### config.mk
export PLATFORM = sky130hd
export DESIGN_NAME = perf_counters
export DESIGN_NICKNAME = d
export VERILOG_FILES = /design/src/rtl/perf_counters.sv
export SDC_FILE = /design/constraint.sdc
export NUM_CORES = 1
export LEC_CHECK = 0
export ABC_CLOCK_PERIOD_IN_PS = 2800
export CORE_UTILIZATION = 25
export CTS_CLUSTER_DIAMETER = 40
export DETAILED_ROUTE_END_ITERATION = 6
export HOLD_SLACK_MARGIN = 0.1
export SETUP_SLACK_MARGIN = 0.4
export SLEW_MARGIN = 15
export SYNTH_ARGS = -nofsm -noshare
export SYNTH_HDL_FRONTEND = slang
export SYNTH_SLANG_ARGS = --single-unit
### constraint.sdc
create_clock -name clk -period 2.8 [get_ports clk]
set_clock_uncertainty 0.05 [all_clocks]
set_input_delay 0.7 -clock clk [delete_from_list [all_inputs] [get_ports clk]]
set_output_delay 0.7 -clock clk [all_outputs]
set_load 0.1 [all_outputs]
### src/rtl/perf_counters.sv
// perf_counters: bank of five 64-bit event counters (cycle, retired,
// flush, wait, decoded). Each count is kept as two XLEN halves joined
// by a one-cycle pipelined carry. The low half is re-registered so
// that every {H, L} pair presented downstream is a value the full
// counter really held.
module perf_counters #(
    parameter int             XLEN    = 32,   // matches the core XLEN
    parameter logic [XLEN-1:0] INIT_LO = '0,
    parameter logic [XLEN-1:0] INIT_HI = '0
) (
    input  logic            clk,
    input  logic            rst_n,
    input  logic            ev_retire,
    input  logic            ev_flush,
    input  logic            ev_wait,
    input  logic            ev_decode,
    input  logic [4:0]      inhibit,
    input  logic            clear,
    output logic [XLEN-1:0] cycleL,
    output logic [XLEN-1:0] cycleH,
    output logic [XLEN-1:0] instructionsL,
    output logic [XLEN-1:0] instructionsH,
    output logic [XLEN-1:0] flushsL,
    output logic [XLEN-1:0] flushsH,
    output logic [XLEN-1:0] waitsL,
    output logic [XLEN-1:0] waitsH,
    output logic [XLEN-1:0] decodedL,
    output logic [XLEN-1:0] decodedH,
    output logic [4:0]      ovf
);

    localparam int N = 5;

    // Bit order shared with inhibit/ovf: cycle, instr, flush, wait, decod.
    logic [N-1:0] ev;
    logic [N-1:0] inc;

    // Stage 1 state: running low half and the carry it produced.
    logic [N-1:0][XLEN-1:0] lo_int_q, lo_int_d;
    logic [N-1:0]           c_pend_q, c_pend_d;

    // Stage 2 state: high half plus the low half delayed to line up.
    logic [N-1:0][XLEN-1:0] hi_int_q, hi_int_d;
    logic [N-1:0][XLEN-1:0] lo_out_q, lo_out_d;
    logic [N-1:0]           ovf_q, ovf_d;

    assign ev  = {ev_decode, ev_wait, ev_flush, ev_retire, 1'b1};
    assign inc = ev & ~inhibit;

    // Stage 1 next state: increment the low half and flag its wrap.
    always_comb begin
        lo_int_d = lo_int_q;
        c_pend_d = '0;
        for (int i = 0; i < N; i++) begin
            if (clear) begin
                lo_int_d[i] = '0;
            end else if (inc[i]) begin
                lo_int_d[i] = lo_int_q[i] + XLEN'(1);
                c_pend_d[i] = &lo_int_q[i];
            end
        end
    end

    // ---- stage 1 / stage 2 boundary ----

    // Stage 2 next state: absorb carry into the high half, realign the
    // low half, and latch a sticky flag when the full 64-bit value wraps.
    // Clear beats any carry still in flight.
    always_comb begin
        hi_int_d = hi_int_q;
        lo_out_d = lo_out_q;
        ovf_d    = ovf_q;
        for (int i = 0; i < N; i++) begin
            if (clear) begin
                hi_int_d[i] = '0;
                lo_out_d[i] = '0;
                ovf_d[i]    = 1'b0;
            end else begin
                hi_int_d[i] = hi_int_q[i] + XLEN'(c_pend_q[i]);
                lo_out_d[i] = lo_int_q[i];
                ovf_d[i]    = ovf_q[i] | (c_pend_q[i] & (&hi_int_q[i]));
            end
        end
    end

    // Counter state registers; reset drops any carry in flight.
    always_ff @(posedge clk or negedge rst_n) begin
        if (!rst_n) begin
            for (int i = 0; i < N; i++) begin
                lo_int_q[i] <= INIT_LO;
                lo_out_q[i] <= INIT_LO;
                hi_int_q[i] <= INIT_HI;
            end
            c_pend_q <= '0;
            ovf_q    <= '0;
        end else begin
            lo_int_q <= lo_int_d;
            c_pend_q <= c_pend_d;
            hi_int_q <= hi_int_d;
            lo_out_q <= lo_out_d;
            ovf_q    <= ovf_d;
        end
    end

    assign cycleL        = lo_out_q[0];
    assign cycleH        = hi_int_q[0];
    assign instructionsL = lo_out_q[1];
    assign instructionsH = hi_int_q[1];
    assign flushsL       = lo_out_q[2];
    assign flushsH       = hi_int_q[2];
    assign waitsL        = lo_out_q[3];
    assign waitsH        = hi_int_q[3];
    assign decodedL      = lo_out_q[4];
    assign decodedH      = hi_int_q[4];
    assign ovf           = ovf_q;

endmodule

==> impl_metrics.tcl <==
set metrics [dict create \
    status "finished clean" \
    fin_crit_sh 0.804 \
    drtIter0Drc 746 \
    ys_async_sr_fraction 1.00 \
    drc_errors 0 \
    routed.top_layer "met4" \
    cts.path.max_buffers 3 \
    wl_met2_um 25500 \
    routedWlPerCell_um 15.7 \
    leakage_nw 13.0 \
    ys_types 45 \
    rsz0062_at_grt "true" \
    gr-total-overflow 0 \
    start_util 0.252 \
    start_kind "input port" \
    final.setup.tns_ns 0 \
    vias_per_cell 4.34 \
    ys_ff_latch 490 \
    hold_ws_ns 0.421 \
    tightest_slew_ns 0.620 \
    io_pins 337 \
    grt_pass1_vias 15500 \
    cts-htree-levels 3 \
    core_um2 83700 \
    place_congestion 0.811 \
    portBuffers 336 \
    ys_seq_area_frac 0.580 \
    finalMaxSlewViolations 0 \
    final_nets 2424 \
    grt_pass1_wl_um 89500 \
    min_period_ns 2.25 \
    postCtsSetupBuffers 0 \
    synth_nets 2014 \
    ys_warn_count 0 \
    ant_nets 0 \
    finalSetupViolations 0 \
    antenna_found_initial 1 \
    drive_gt1_frac 0.260 \
    placed_cell_area_um2 25500 \
    timing.max_cap.violations 0 \
    required_ns 3.28 \
    clock_latency_ns 0.61 \
    die-area_um2 85700 \
    crit_type "input port to flip-flop" \
    clkTransAtPathRegs_ns 0.05 \
    slew_headroom 0.585 \
    max_freq_mhz 444 \
    cp_data_arrival_time_ns 2.73 \
    synth_edf_count 0 \
    fin_area_um2 28700 \
    cts_tree "yes" \
    synth_cells 1987 \
    dp_hpwl_um 39700 \
    cts_buffers 87 \
    wl_met3_um 3530 \
    drt-total-wl_um 56700 \
    synthFlopType "dfrtp_1" \
    netlist_top_cells_count "490 x dfrtp_1, 331 x nor2_1, 179 x xor2_1, 168 x nor2b_1, 114 x nand3_1" \
    area_delta_synth_final_pct 35.8 \
    syn_area_um2 21100 \
    vias 15600 \
    peakVddDrop_mv 0.451 \
    yosysMostFrequentCell "dfrtp_1" \
    powerDensity_nw_per_um2 654 \
    synth_top_area_share 0.580 \
    syn_avg_cell_area_um2 10.6 \
    wl_met1_um 26000 \
    grt_max_degree 78 \
    die_w_um 293 \
    drt_pass1_iterations 5 \
    yosys.area.top_type "dfrtp_1" \
    cts-root-buf "clkbuf_16" \
    finalHoldViolCount 0 \
    ys_top_cells_by_area "dfrtp_1 58%, xor2_1 7.4%, nor2_1 5.9%" \
    endpoint_kind "flip-flop" \
    fillers 8406 \
    core.rowCount 106 \
    die_height_um 293 \
    cp_max_fo 6 \
    worstHoldPathType "input port to flip-flop" \
    gr-usage-all-layers 0.132 \
    clock-sinks 490 \
]
cell type report:
type	count	area, um^2	share of cell area
clock inverter	55	753	0.0263
timing repair buffer	398	3180	0.111
inverter	21	78.8	0.00275
tap	1134	1420	0.0495
sequential	490	12300	0.430
clock buffer	108	2400	0.0836
antenna	1	2.50	0.0000873
multi-input combinational	1399	8500	0.297
per-layer routing:
layer,up-vias,GRT usage
met5,-,0
met3,100,0.0380
met1,7657,0.179
met2,338,0.198
li1,7543,-
met4,0,0.0483
through the flow:
| stage | power [mW] | utilization | std cells | worst slack (ns) |
|---|---|---|---|---|
| 3_3_place_gp | 7.69 | 0.305 | 3441 | -0.0307 |
| 2_1_floorplan | 7.41 | - | 1987 | 0.366 |
| 5_1_grt | 19.5 | 0.343 | 3605 | 0.398 |
| 3_5_place_dp | 7.69 | 0.305 | 3441 | -0.0331 |
| 6_report | 18.8 | 0.343 | 3606 | 0.549 |
| 4_1_cts | 19.1 | 0.342 | 3605 | 0.406 |
final timing paths:
check,startpoint,to,slack (ns),cells after the start
setup / recovery,inhibit[0],lo_int_q[31]$_DFFE_PN0P_,0.55,6
hold / removal,clear,instructionsH[29]$_DFF_PN0_,0.42,2
setup reg to reg,c_pend_q[0]$_DFF_PN0_,cycleH[26]$_DFF_PN0_,0.56,6
hold reg to reg,ovf[2]$_DFF_PN0_,ovf[2]$_DFF_PN0_,0.46,2
max in group asynchronous,rst_n,waitsL[22]$_DFF_PN0_,1.28,3
min in group asynchronous,rst_n,waitsH[23]$_DFF_PN0_,0.61,2
sequential cells by signal (all words and copies together), names as in the netlist:
name           flops
decodedL          32
instructionsL     32
waitsH            32
instructionsH     32
ovf                5
decodedH          32
c_pend_q           5
waitsL            32
flushsH           32
lo_int_q         160
flushsL           32
cycleH            32
cycleL            32
placed cells by master (no fill, tap or decap), types with 10 or more instances in the layout:
cell and count:
nor2b_1 168, nand4_1 101, buf_4 374, dfrtp_2 65, ha_1 15, and4_1 34, nand2_1 109, and2_1 12
bufinv_16 11, nor2_1 331, or3_1 21, nor4_1 28, a21oi_1 25, buf_12 12, inv_1 21, clkbuf_16 89
nor3_1 32, o21ai_0 29, xor2_1 179, nand3_1 114, clkbuf_8 10, xnor2_1 92, inv_6 17, dfrtp_1 425
and3_1 42
repair_timing:
action | in CTS | in global routing
endpoints found under the setup margin | 0 | 7
gates resized for setup | 0 | 5
endpoints found under the hold margin | 42 | 0
hold buffers | 1 | 0
worst max-delay path: stages:
cell and delay [ns]:
clkdlybuf4s50_1 0.49, and3b_1 0.30, nor3b_1 0.48, nand3_1 0.24
or3_1 0.36, a21oi_1 0.15
where the power goes:
part	internal (mW)	switching, mW	leakage [nW]
sequential	7.11	0.0152	6.73
combinational	0.101	0.331	4.78
clock	7.25	3.96	1.52
total	14.5	4.30	13.0
logic make-up after synthesis:
kind of cell / Yosys count / share of synthesized area
xor gates and xnor gates: 271 / 0.112
muxes: 11 / 0.00563
adders and majority gates: 15 / 0.00889
AOI/OAI and AO/OA: 56 / 0.0134
and+or+nand+nor: 1046 / 0.261
DFF: 490 / 0.580
buffers and inverters: 98 / 0.0182
No activity file was read; power rests on OpenSTA's default activity.
